`config.mk`:
```
export PLATFORM = sky130hd
export DESIGN_NAME = if_stage_flat
export DESIGN_NICKNAME = d
export VERILOG_FILES = /design/src/rtl/if_stage_pkg.sv /design/src/rtl/if_stage_if.sv /design/src/rtl/if_stage_skid_buf.sv /design/src/rtl/if_stage.sv /design/src/flat_wrapper.sv
export SDC_FILE = /design/constraint.sdc
export NUM_CORES = 1
export LEC_CHECK = 0
export CAP_MARGIN = 30
export CORE_MARGIN = 3
export CORE_UTILIZATION = 30
export DETAILED_ROUTE_END_ITERATION = 16
export HOLD_SLACK_MARGIN = 0.02
export PLACE_DENSITY_LB_ADDON = 0.3
export SLEW_MARGIN = 10
export SYNTH_ARGS = -nofsm -noshare
export SYNTH_HDL_FRONTEND = slang
export SYNTH_SLANG_ARGS = --single-unit
```
`constraint.sdc`:
```
create_clock -name clk -period 4.6 [get_ports clk]
set_input_delay 0.92 -clock clk [delete_from_list [all_inputs] [get_ports clk]]
set_output_delay 0.92 -clock clk [all_outputs]
set_load 0.005 [all_outputs]
```
`src/rtl/if_stage_pkg.sv`:
```
// -----------------------------------------------------------------------------
// if_stage_pkg
// Shared definitions for the my_mips_cpu instruction-fetch stage.
//   - bus widths (InstAddrBus / InstBus), default reset PC, NOP encoding
//   - if_upd_e: the action the IF/ID register takes in a given cycle
//   - helpers that classify an action as a valid load or a bubble load
// Optional feature macro used by the files that import this package:
//   IF_PERF_CNT_EN
// -----------------------------------------------------------------------------
package if_stage_pkg;

   localparam int          IF_ADDR_W   = 32;            // InstAddrBus
   localparam int          IF_INST_W   = 32;            // InstBus
   localparam logic [31:0] IF_RESET_PC = 32'h0000_0000;
   localparam logic [31:0] IF_NOP_INST = 32'h0000_0000;

   // IF/ID update action, listed in priority order.
   typedef enum logic [2:0] {
      UPD_RESET     = 3'd0,  // synchronous reset
      UPD_BRANCH    = 3'd1,  // redirect: squash IF/ID, skid and in-flight word
      UPD_SKID_LOAD = 3'd2,  // stalled with a word returning: park it in the skid
      UPD_HOLD      = 3'd3,  // stalled, nothing returning
      UPD_DRAIN     = 3'd4,  // released: IF/ID takes the parked word
      UPD_PASS      = 3'd5,  // IF/ID takes the returning ROM word
      UPD_BUBBLE    = 3'd6   // nothing to present: invalid entry
   } if_upd_e;

   function automatic logic upd_loads_valid(input if_upd_e u);
      return (u == UPD_DRAIN) || (u == UPD_PASS);
   endfunction

   function automatic logic upd_loads_bubble(input if_upd_e u);
      return (u == UPD_BRANCH) || (u == UPD_BUBBLE);
   endfunction

endpackage

```
`src/rtl/if_stage_if.sv`:
```
// -----------------------------------------------------------------------------
// if_stage_if
// Bundle of every non-clock signal of the fetch stage.
//   ROM side   : rom_addr_o, rom_ce_o (stage -> ROM), rom_data_i (ROM -> stage)
//   decode side: stall_i, branch_i, branch_target_i (decode -> stage)
//                id_pc_o, id_inst_o, id_valid_o (stage -> decode)
//   IF_PERF_CNT_EN: perf_fetch_o, perf_bubble_o (stage -> observer)
// Handshake: the stage presents an IF/ID entry whenever id_valid_o is high;
// decode accepts it on every rising edge where stall_i is low, and while
// stall_i is high the entry is held unchanged. rom_ce_o high means the ROM
// word for rom_addr_o is captured at this edge and appears on rom_data_i in
// the following cycle.
// Modports: master = the fetch stage, slave = its environment (ROM + decode).
// -----------------------------------------------------------------------------
interface if_stage_if #(
   parameter int ADDR_W = 32,
   parameter int INST_W = 32
);
   logic [ADDR_W-1:0] rom_addr_o;
   logic              rom_ce_o;
   logic [INST_W-1:0] rom_data_i;
   logic              stall_i;
   logic              branch_i;
   logic [ADDR_W-1:0] branch_target_i;
   logic [ADDR_W-1:0] id_pc_o;
   logic [INST_W-1:0] id_inst_o;
   logic              id_valid_o;
`ifdef IF_PERF_CNT_EN
   logic [31:0]       perf_fetch_o;
   logic [31:0]       perf_bubble_o;
`endif

   modport master (
      output rom_addr_o, rom_ce_o, id_pc_o, id_inst_o, id_valid_o,
`ifdef IF_PERF_CNT_EN
      output perf_fetch_o, perf_bubble_o,
`endif
      input  rom_data_i, stall_i, branch_i, branch_target_i
   );

   modport slave (
      input  rom_addr_o, rom_ce_o, id_pc_o, id_inst_o, id_valid_o,
`ifdef IF_PERF_CNT_EN
      input  perf_fetch_o, perf_bubble_o,
`endif
      output rom_data_i, stall_i, branch_i, branch_target_i
   );

endinterface

```
`src/rtl/if_stage_skid_buf.sv`:
```
// -----------------------------------------------------------------------------
// if_stage_skid_buf
// One-entry buffer (pc + inst + valid) that parks the ROM word which returns
// while decode is stalled.
//   clk, rst        : clock, synchronous active-high reset
//   i_flush         : drop the entry (branch redirect); beats load/drain
//   i_load          : capture {i_pc, i_inst}, entry becomes valid
//   i_drain         : entry consumed by IF/ID, becomes invalid
//   o_valid/o_pc/o_inst : stored entry
// -----------------------------------------------------------------------------
module if_stage_skid_buf #(
   parameter int ADDR_W = 32,
   parameter int INST_W = 32
) (
   input  logic              clk,
   input  logic              rst,
   input  logic              i_flush,
   input  logic              i_load,
   input  logic              i_drain,
   input  logic [ADDR_W-1:0] i_pc,
   input  logic [INST_W-1:0] i_inst,
   output logic              o_valid,
   output logic [ADDR_W-1:0] o_pc,
   output logic [INST_W-1:0] o_inst
);

   logic              r_valid;
   logic [ADDR_W-1:0] r_pc;
   logic [INST_W-1:0] r_inst;

   always_ff @(posedge clk) begin
      if (rst) begin
         r_valid <= 1'b0;
         r_pc    <= '0;
         r_inst  <= '0;
      end else if (i_flush) begin
         r_valid <= 1'b0;
      end else if (i_load) begin
         r_valid <= 1'b1;
         r_pc    <= i_pc;
         r_inst  <= i_inst;
      end else if (i_drain) begin
         r_valid <= 1'b0;
      end
   end

   assign o_valid = r_valid;
   assign o_pc    = r_pc;
   assign o_inst  = r_inst;

endmodule

```
`src/rtl/if_stage.sv`:
```
// -----------------------------------------------------------------------------
// if_stage
// Instruction-fetch stage of my_mips_cpu, sitting in front of a synchronous
// (1-cycle latency) instruction ROM.
//   clk  : clock, all state on the rising edge
//   rst  : synchronous reset, active-high
//   bus  : if_stage_if.master
//          rom_addr_o  registered PC
//          rom_ce_o    combinational issue strobe
//          rom_data_i  word for the address issued last cycle
//          stall_i / branch_i / branch_target_i from decode
//          id_pc_o / id_inst_o / id_valid_o  IF/ID register
// Parameters: ADDR_W, INST_W, RESET_PC.
// Optional feature macro IF_PERF_CNT_EN adds perf_fetch_o / perf_bubble_o.
//
// Storage is IF/ID + skid + one in-flight request. Issue is suppressed while
// stalled with a word already in flight or parked, so a returning word always
// has somewhere to go and nothing is lost except on branch or reset.
// -----------------------------------------------------------------------------
module if_stage
   import if_stage_pkg::*;
#(
   parameter int                ADDR_W   = IF_ADDR_W,
   parameter int                INST_W   = IF_INST_W,
   parameter logic [ADDR_W-1:0] RESET_PC = ADDR_W'(IF_RESET_PC)
) (
   input  logic       clk,
   input  logic       rst,
   if_stage_if.master bus
);

   localparam logic [ADDR_W-1:0] PC_STEP = ADDR_W'(4);
   localparam logic [INST_W-1:0] NOP     = INST_W'(IF_NOP_INST);

   logic [ADDR_W-1:0] r_pc;
   logic [ADDR_W-1:0] r_req_pc;
   logic              r_req_valid;
   logic [ADDR_W-1:0] r_id_pc;
   logic [INST_W-1:0] r_id_inst;
   logic              r_id_valid;

   logic              w_issue;
   if_upd_e           w_upd;
   logic [ADDR_W-1:0] w_target;
   logic              w_skid_valid;
   logic [ADDR_W-1:0] w_skid_pc;
   logic [INST_W-1:0] w_skid_inst;
   logic              w_unused_tgt_lsb;

   // Redirect targets are word aligned; the low bits are dropped.
   assign w_target         = {bus.branch_target_i[ADDR_W-1:2], 2'b00};
   assign w_unused_tgt_lsb = ^bus.branch_target_i[1:0];

   // Issue only if the returning word is guaranteed a slot next cycle.
   assign w_issue = !rst && !bus.branch_i &&
                    !(bus.stall_i && (r_req_valid || w_skid_valid));

   always_comb begin
      w_upd = UPD_BUBBLE;
      if (rst)                w_upd = UPD_RESET;
      else if (bus.branch_i)  w_upd = UPD_BRANCH;
      else if (bus.stall_i)   w_upd = r_req_valid ? UPD_SKID_LOAD : UPD_HOLD;
      else if (w_skid_valid)  w_upd = UPD_DRAIN;
      else if (r_req_valid)   w_upd = UPD_PASS;
      else                    w_upd = UPD_BUBBLE;
   end

   // PC and in-flight request tracking.
   always_ff @(posedge clk) begin
      if (rst) begin
         r_pc        <= RESET_PC;
         r_req_pc    <= '0;
         r_req_valid <= 1'b0;
      end else if (bus.branch_i) begin
         r_pc        <= w_target;
         r_req_valid <= 1'b0;
      end else begin
         r_req_valid <= w_issue;
         if (w_issue) begin
            r_req_pc <= r_pc;
            r_pc     <= r_pc + PC_STEP;
         end
      end
   end

   // IF/ID register.
   always_ff @(posedge clk) begin
      unique case (w_upd)
         UPD_RESET: begin
            r_id_valid <= 1'b0;
            r_id_inst  <= NOP;
            r_id_pc    <= '0;
         end
         UPD_BRANCH, UPD_BUBBLE: begin
            r_id_valid <= 1'b0;
            r_id_inst  <= NOP;
         end
         UPD_DRAIN: begin
            r_id_valid <= 1'b1;
            r_id_pc    <= w_skid_pc;
            r_id_inst  <= w_skid_inst;
         end
         UPD_PASS: begin
            r_id_valid <= 1'b1;
            r_id_pc    <= r_req_pc;
            r_id_inst  <= bus.rom_data_i;
         end
         default: begin
            // UPD_HOLD / UPD_SKID_LOAD: IF/ID keeps its entry.
         end
      endcase
   end

   if_stage_skid_buf #(
      .ADDR_W (ADDR_W),
      .INST_W (INST_W)
   ) u_skid (
      .clk     (clk),
      .rst     (rst),
      .i_flush (bus.branch_i),
      .i_load  (w_upd == UPD_SKID_LOAD),
      .i_drain (w_upd == UPD_DRAIN),
      .i_pc    (r_req_pc),
      .i_inst  (bus.rom_data_i),
      .o_valid (w_skid_valid),
      .o_pc    (w_skid_pc),
      .o_inst  (w_skid_inst)
   );

   a_no_skid_and_req : assert property (@(posedge clk) disable iff (rst)
      !(w_skid_valid && r_req_valid));

`ifdef IF_PERF_CNT_EN
   logic [31:0] r_perf_fetch;
   logic [31:0] r_perf_bubble;

   always_ff @(posedge clk) begin
      if (rst) begin
         r_perf_fetch  <= '0;
         r_perf_bubble <= '0;
      end else begin
         if (upd_loads_valid(w_upd))  r_perf_fetch  <= r_perf_fetch + 32'd1;
         if (upd_loads_bubble(w_upd)) r_perf_bubble <= r_perf_bubble + 32'd1;
      end
   end

   assign bus.perf_fetch_o  = r_perf_fetch;
   assign bus.perf_bubble_o = r_perf_bubble;
`endif

   assign bus.rom_addr_o = r_pc;
   assign bus.rom_ce_o   = w_issue;
   assign bus.id_pc_o    = r_id_pc;
   assign bus.id_inst_o  = r_id_inst;
   assign bus.id_valid_o = r_id_valid;

endmodule
```
`src/flat_wrapper.sv`:
```
// flat-port wrapper written by rule: the top's interface ports become plain ports
module if_stage_flat import if_stage_pkg::*;
#(
   parameter int                ADDR_W   = IF_ADDR_W,
   parameter int                INST_W   = IF_INST_W,
   parameter logic [ADDR_W-1:0] RESET_PC = ADDR_W'(IF_RESET_PC)
)
  (clk, rst, bus_rom_addr_o, bus_rom_ce_o, bus_id_pc_o, bus_id_inst_o, bus_id_valid_o, bus_rom_data_i, bus_stall_i, bus_branch_i, bus_branch_target_i);
  if_stage_if #(.ADDR_W(ADDR_W), .INST_W(INST_W)) bus_i ();
  input  logic clk;
  input  logic rst;
  output wire logic [$bits(bus_i.rom_addr_o)-1:0] bus_rom_addr_o;
  output wire logic [$bits(bus_i.rom_ce_o)-1:0] bus_rom_ce_o;
  output wire logic [$bits(bus_i.id_pc_o)-1:0] bus_id_pc_o;
  output wire logic [$bits(bus_i.id_inst_o)-1:0] bus_id_inst_o;
  output wire logic [$bits(bus_i.id_valid_o)-1:0] bus_id_valid_o;
  input wire logic [$bits(bus_i.rom_data_i)-1:0] bus_rom_data_i;
  input wire logic [$bits(bus_i.stall_i)-1:0] bus_stall_i;
  input wire logic [$bits(bus_i.branch_i)-1:0] bus_branch_i;
  input wire logic [$bits(bus_i.branch_target_i)-1:0] bus_branch_target_i;
  assign bus_rom_addr_o = bus_i.rom_addr_o;
  assign bus_rom_ce_o = bus_i.rom_ce_o;
  assign bus_id_pc_o = bus_i.id_pc_o;
  assign bus_id_inst_o = bus_i.id_inst_o;
  assign bus_id_valid_o = bus_i.id_valid_o;
  assign bus_i.rom_data_i = bus_rom_data_i;
  assign bus_i.stall_i = bus_stall_i;
  assign bus_i.branch_i = bus_branch_i;
  assign bus_i.branch_target_i = bus_branch_target_i;
  if_stage #(.ADDR_W(ADDR_W), .INST_W(INST_W), .RESET_PC(RESET_PC)) u_core (.clk(clk), .rst(rst), .bus(bus_i));
endmodule
```
After elaboration in Yosys (flattened, before gate mapping) --
Index checks and enable logic that the tools add are counted.
Storage, ports and cells: bits of input ports 68, output and inout bits 98, logic and storage cells 48, bits in registers 195
Cells by class: reduce and logical (&&, ||, !) cells 18, multiplexer cells 13, equality and inequality tests 5, add/sub/neg operators 1, bitwise gates (word level) 1
Operators by type and width (number):
- case mux 32 bit (3 select lines) | 2
- 2-to-1 mux 32 bit | 2
- adder 32 x 3 -> 32 bit (second input constant) | 1
- 2-to-1 mux 3 bit | 4
- == test 3 bit (second input constant) | 3
- nonzero test 2 bit | 3
- nonzero test 3 bit | 2
- AND reduction 2 bit | 2
- OR reduction 2 bit | 2
- == test 3 x 1 -> 1 bit (second input constant) | 1
- == test 3 x 2 -> 1 bit (second input constant) | 1
- logical AND 1 bit | 3
- logical NOT 1 bit | 3
- logical NOT 3 bit | 1
- 2-to-1 mux 1 bit | 3
- OR reduction 3 bit | 1
- 2-to-1 mux 2 bit | 1
- case mux 1 bit (2 select lines) | 1
- logical OR 1 bit | 1
- NOT 1 bit | 1

Longest topological paths before layout --
Gate-level depths: netlist (run 1).
word-level depth 8, mapped depth 8, depth with buffers taken out 5

Hierarchy --
Synthesis (run 1) repeated with hierarchy kept, for this count alone.
Second synthesis, totals: cells, all modules 824, area total of the unflattened synthesis 8826.0 um^2
By module, submodules not included:
- if_stage | area each 5557.8 um^2, sequential area each 3173.0 um^2, cells each 528, instances 1
- if_stage_skid_buf | area each 3268.1 um^2, sequential area each 1301.2 um^2, cells each 296, instances 1

Worst setup path before layout (run 1) --
OpenSTA, ideal clock, no wires.
path kind input to register, from input bus_branch_i, to register u_core.r_id_pc[10] (netlist: u_core.bus.id_pc_o[10]), enable pin, setup time 463 ps, stages on the path 3, required time 4137 ps, arrival 3650 ps, path slack 487 ps, cells stage by stage clkbuf_1 -> clkbuf_1 -> o31ai_1
Between the ends: word-level cells in the longest chain between the ends 4
Ends and longest elaborated chain:
- start: declaration | RTL line flat_wrapper.sv:19 | input wire logic [$bits(bus_i.branch_i)-1:0] bus_branch_i;
- 2-to-1 mux 3 bit (*) | RTL line if_stage.sv:61 | else if (bus.branch_i) w_upd = UPD_BRANCH;
- 2-to-1 mux 3 bit (*) | RTL line if_stage.sv:60 | if (rst) w_upd = UPD_RESET;
- == test 3 bit or logical NOT 3 bit (tied branches) | RTL line if_stage.sv:88 | unique case (w_upd)
- nonzero test 3 bit (no source line) (*)
- end signal: assignment | RTL line if_stage.sv:100 | r_id_pc <= w_skid_pc;
- end signal: assignment | RTL line if_stage.sv:105 | r_id_pc <= r_req_pc;
- end: declaration | RTL line if_stage.sv:38 | logic [ADDR_W-1:0] r_id_pc;
Mark *: on every way between the ends. The rest lies on a longest branch, timed or not. A chain may end at the register's enable or synchronous reset.

Worst setup path in the final report (run 1) --
from input bus_stall_i, to output bus_rom_ce_o
Between the ends: word-level cells in the longest chain between the ends 3
Ends and longest elaborated chain:
- start: declaration | RTL line flat_wrapper.sv:18 | input wire logic [$bits(bus_i.stall_i)-1:0] bus_stall_i;
- logical AND 1 bit | RTL line if_stage.sv:56 | !(bus.stall_i && (r_req_valid || w_skid_valid));
- logical NOT 1 bit | RTL line if_stage.sv:56
- logical AND 1 bit | RTL line if_stage.sv:55 | assign w_issue = !rst && !bus.branch_i &&
- end: declaration | RTL line flat_wrapper.sv:13 | output wire logic [$bits(bus_i.rom_ce_o)-1:0] bus_rom_ce_o;
Every way passes these cells.

==> results of run 1 <==
==> kinds of logic after synthesis <==
family / Yosys count / synth area share
buffers and inverters: 71 / 0.0375
xor gates and xnor gates: 8 / 0.00924
and+or+nand+nor: 316 / 0.185
AOI/OAI and AO/OA: 211 / 0.189
other: 1 / 0.000495
DFF: 187 / 0.577
adders and majority gates: 1 / 0.00165
==> placed cells by master, fill, tap and decap left out, types with 7 or more instances in the layout <==
master           instances
nand2_1                208
clkdlybuf4s50_1        158
dfxtp_1                124
o21ai_0                 68
edfxtp_1                63
a22o_1                  62
a21oi_1                 35
nor2_1                  27
clkbuf_16               17
nand4_1                 15
buf_4                   14
nor3_1                  12
nand3_1                 10
a311oi_1                10
a211oi_1                 9
and3_1                   9
nor4_1                   7
==> critical path, stage by stage <==
cell,delay [ps]
clkdlybuf4s50_1,640
o21ai_1,180
buf_4,210
nand2_1,90
inv_1,90
clkdlybuf4s50_1,510
==> stage by stage <==
stage                     total power, W  utilization  cell area (sq um)  std cells
after floorplan                  0.00195            -               7590        798
after global routing             0.00375        0.409              10100       1265
after CTS                        0.00366        0.409              10100       1265
after detailed placement         0.00215        0.386               9490       1233
final                            0.00360        0.409              10100       1265
after global placement           0.00215        0.385               9470       1232
==> routing by layer <==
layer	vias to the layer above	track usage
met5	-	0
met4	0	0.0503
met3	29	0.0389
met2	238	0.218
met1	2936	0.230
li1	3137	-
==> report_power, final <==
group | leakage (nW) | switching [W] | internal (W) | total (W)
sequential | 1.71 | 0.0000567 | 0.00176 | 0.00182
clock | 0.284 | 0.000671 | 0.000816 | 0.00149
combinational | 1.45 | 0.000136 | 0.000161 | 0.000297
total | 3.44 | 0.000864 | 0.00274 | 0.00360
==> area by class of cell <==
class / instances / area, sq um
clock buffers: 18 / 429
clock inverters: 14 / 159
fillers: 2413 / 14500
inverters: 8 / 30.0
multi-input cells: 540 / 2970
flip-flops and latches: 187 / 4370
well taps: 324 / 405
repair buffers: 174 / 1710
==> final timing paths <==
kind,startpoint,to,cells after the start
max,bus_stall_i,bus_rom_ce_o,6
min,u_core.u_skid.o_inst[23]$_SDFFE_PP0P_,u_core.u_skid.o_inst[23]$_SDFFE_PP0P_,2
max reg2reg,u_core.bus.rom_addr_o[9]$_SDFFE_PP0P_,u_core.bus.rom_addr_o[22]$_SDFFE_PP0P_,4
min reg2reg,u_core.u_skid.o_inst[23]$_SDFFE_PP0P_,u_core.u_skid.o_inst[23]$_SDFFE_PP0P_,2
==> flip-flops by register name, indices dropped and copies added, names as in the netlist <==
name and flops:
u_core.r_req_valid 1, u_core.bus.id_valid_o 1, u_core.bus.id_inst_o 32, u_core.r_req_pc 30, u_core.u_skid.o_inst 32, u_core.u_skid.o_valid 1, u_core.bus.id_pc_o 30, u_core.bus.rom_addr_o 30
u_core.u_skid.o_pc 30
==> metrics, run 1 <==
DR WL/cell between 15 and 20 um; Final Cycle Share 0.773; number of synthesized flops with an enable pin between 60 and 70; I/O pins 166; Routed Antenna Nets 0; Port Buffers between 150 and 200; wl on met1 10500 um; Initial DRC Count 410; largest net degree at the start of global routing between 60 and 70; vias in the first global route 5834; Synth cell types 48; CTS root buf clkbuf_16; status finished, final reports clean; drt drc 0; Layout Area Growth over Synthesis 32.9%; CP Data Arrival Time between 2000 and 3000 ps; CTS buffer count 17; Hold WC Path Type flop to flop; Synth top cells by count 208 x nand2_1, 124 x dfxtp_1, 68 x o21ai_0; Congestion Overflow GR 0; most numerous cell in the Yosys netlist nand2_1; Avg Synthesized Cell Area 9.53 sq um; relative slew slack 0.503; core area approximately 25000 sq um; Setup crit end kind output pin; Max clock buf depth 2; Tightest Pin Transition 745 ps; GRT Total Usage 0.155; worst skew pair latency 430 ps; Die ar. around 27000 sq um; PostCTS Resize Cnt 0; Final #Nets about 1000; highest routed layer met4; PD cells 358 nW/um^2; FMAX 0.281 GHz; unrepaired setup endpoints after global routing no; Synth Cell Area ~7600 sq um; row count 57; skew final 7.48 ps; Max Fanout on Critical Path 9; setup bufs post-CTS 0; sequential fraction of the synthesis area 0.577; H-tree Lvls 4; Total Wirelength approximately 21000 um; setup TNS 0 ps; ys flop type dfxtp_1; top cells by area, synth dfxtp_1 33%, edfxtp_1 25%, nand2_1 10%, a22o_1 7.2%, o21ai_0 4.5%; Starting Density 0.308; CTS tree yes; share of cells above drive strength 1 0.0563; Required @ worst endpoint 3680 ps; initial antenna violation count 0; DR WL met2 8450 um; cts hold-fix bufs 0; setup ws final 1040 ps; Finish-stage setup viols 0; pre-CTS setup slack 1060 ps; Syn. warnings 0; max-slew violations 0; share of the synthesized area in the top cell type 0.328; Antenna diodes 0; met3 wire len 1480 um; via count between 6000 and 7000; Die H 165 um; Die Width ~160 um; first-pass GRT wire length 32900 um; LEAKAGE 3.44 nW; Period minus WS final 3560 ps; worst-case hold slack 456 ps; vias per inst 5.01; post-synthesis instance total 795; Reg clk slew, reported paths 70 ps; DP HPWL 13700 um; routability cong. 0.823; area leader, netlist dfxtp_1; Peak supply drop about 0.0002 V; Sinks on Clock Net 187; critical path startpoint category input pin; final hold viol count 0; R2R Setup Slk 2100 ps; register bit total from synthesis ~190; max-cap viol count 0; DR pass1 iterations 5; crit path kind input pin to output pin; ys async rst share 0
(Power assumes the default switching activity.)
==> run 2, diff against run 1 <==
clock period = 3.65 ns   (was 4.6 ns; I/O delays follow)
==> metrics, run 2 (synthesis gave the netlist of run 1 again) <==
status finished, final reports clean (unchanged); reg2reg end u_core.bus.rom_addr_o[22]$_SDFFE_PP0P_ (unchanged); setup TNS 0 ps (unchanged); worst reg2reg path depth 4 (unchanged); Sinks on Clock Net 187 (unchanged); most frequent cells in the layout 208 x nand2_1, 158 x clkdlybuf4s50_1, 124 x dfxtp_1, 68 x o21ai_0, 63 x edfxtp_1 (unchanged); via count 6352 (was 6340); Reg clk slew, reported paths 60 ps (was 70 ps); Initial DRC Count 493 (was 410); DR pass1 iterations 5 (unchanged); worst skew pair latency 420 ps (was 430 ps); first-pass GRT wire length 32300 um (was 32900 um); Max Fanout on Critical Path 9 (unchanged); hold endpoint u_core.u_skid.o_pc[30]$_SDFFE_PP0P_ (was u_core.u_skid.o_inst[23]$_SDFFE_PP0P_); Peak supply drop 0.000292 V (was 0.000201 V); final core occ 0.411 (was 0.409); relative slew slack 0.493 (was 0.503); largest net degree at the start of global routing 66 (was 64); DR WL/cell 16.2 um (was 16.4 um); CTS tree yes (unchanged); FMAX around 0.33 GHz; most common cell after layout, fill and taps aside nand2_1 (unchanged); Cells on Worst Hold Path 2 (unchanged); drt drc 0 (unchanged); GRT Total Usage 0.151 (was 0.155); Final Cycle Share 0.839; row count 57 (unchanged); Die ar. 27200 sq um (unchanged); R2R Path Start u_core.bus.rom_addr_o[9]$_SDFFE_PP0P_ (unchanged); cts hold-fix bufs 0 (unchanged); Required @ worst endpoint 2920 ps (was 3680 ps); Total Wirelength 20500 um (was 20700 um); Layout Area Growth over Synthesis 33.5% (was 32.9%); crit path kind input pin to output pin (unchanged); initial antenna violation count 0 (unchanged); max-slew violations 0 (unchanged); share of cells above drive strength 1 0.0593 (was 0.0563); critical path startpoint category input pin (unchanged); I/O pins 166 (unchanged); PD cells 444 nW/um^2 (was 358 nW/um^2); Congestion Overflow GR 0 (unchanged); setup bufs post-CTS 0 (unchanged); vias per inst 5.01 (about the same); CP Data Arrival Time 2330 ps (was 2640 ps); R2R Setup Slk 1240 ps (was 2100 ps); vias in the first global route 5873 (was 5834); Max clock buf depth 2 (unchanged); Hold WC Path Type flop to flop (unchanged); PostCTS Resize Cnt 0 (unchanged); unrepaired setup endpoints after global routing no (unchanged); Port Buffers 159 (unchanged); skew final 5.91 ps (was 7.48 ps); max-cap viol count 0 (unchanged); Final #Nets 1001 (was 997); Finish-stage setup viols 0 (unchanged); Period minus WS final 3060 ps; Filler Cells Inserted 2388 (was 2413); Die H 165 um (unchanged); H-tree Lvls 4 (unchanged); Cells after DPL 1237 (was 1233); Routed Antenna Nets 0 (unchanged); LEAKAGE 3.46 nW (was 3.44 nW); Final Power 0.00449 W (was 0.00360 W); Finished Layout Cells 1269 (was 1265); final hold viol count 0 (unchanged); Antenna diodes 0 (unchanged); Starting Density 0.308 (unchanged); CTS buffer count 17 (unchanged); routability cong. 0.779 (was 0.823); CTS root buf clkbuf_16 (unchanged); Setup crit end kind output pin (unchanged); Die Width 165 um (unchanged); core area 24600 sq um (unchanged); DP HPWL 13700 um (about the same); worst-case hold slack 455 ps (was 456 ps); Tightest Pin Transition 761 ps (was 745 ps); Worst Hold Launch u_core.u_skid.o_pc[30]$_SDFFE_PP0P_ (was u_core.u_skid.o_inst[23]$_SDFFE_PP0P_)
-- run 2: final cells by class --
type / count / area [sq um] / area share
inverters: 8 / 30.0 / 0.00297
well taps: 324 / 405 / 0.0401
repair buffers: 178 / 1770 / 0.175
clock inverters: 11 / 108 / 0.0106
clock buffers: 21 / 472 / 0.0466
flip-flops and latches: 187 / 4370 / 0.432
multi-input cells: 540 / 2970 / 0.293
-- run 2: how the worst max path moves through the flow --
stage | from | slack, ps | depth (start not counted) | endpoint
floorplan | bus_branch_i | 640 | 3 | u_core.bus.id_pc_o[10]$_DFFE_PP_
global placement | bus_branch_i | 600 | 5 | bus_rom_ce_o
detailed placement | bus_branch_i | 610 | 5 | bus_rom_ce_o
CTS | bus_branch_i | 610 | 5 | bus_rom_ce_o
global route | bus_branch_i | 510 | 5 | bus_rom_ce_o
finish | bus_branch_i | 590 | 5 | bus_rom_ce_o
-- run 2: layer usage --
metal / vias to the layer above / global-route usage / part of all wire
li1: 3141 / - / -
met1: 2952 / 0.221 / 0.49
met2: 250 / 0.222 / 0.42
met3: 9 / 0.0389 / 0.076
met4: 0 / 0.0339 / 0.0078
met5: - / 0 / 0
-- run 2: power breakdown --
part,internal [W],switching [W],total (W),leakage (nW)
registers,0.00222,0.0000726,0.00229,1.71
clock network,0.00101,0.000811,0.00182,0.278
logic,0.000206,0.000170,0.000376,1.47
total,0.00344,0.00105,0.00449,3.46
-- run 2: through the flow --
stage,setup WS [ps],cell area [sq um]
global route,507,10100
finish,587,10100
detailed placement,612,9540
global placement,601,9540
CTS,606,10100
floorplan,641,7600
-- run 2: worst max-delay path: stages --
cell and delay (ps):
clkdlybuf4s50_1 640, nor2_1 230, nand2_1 90, inv_1 110, clkdlybuf4s50_1 530
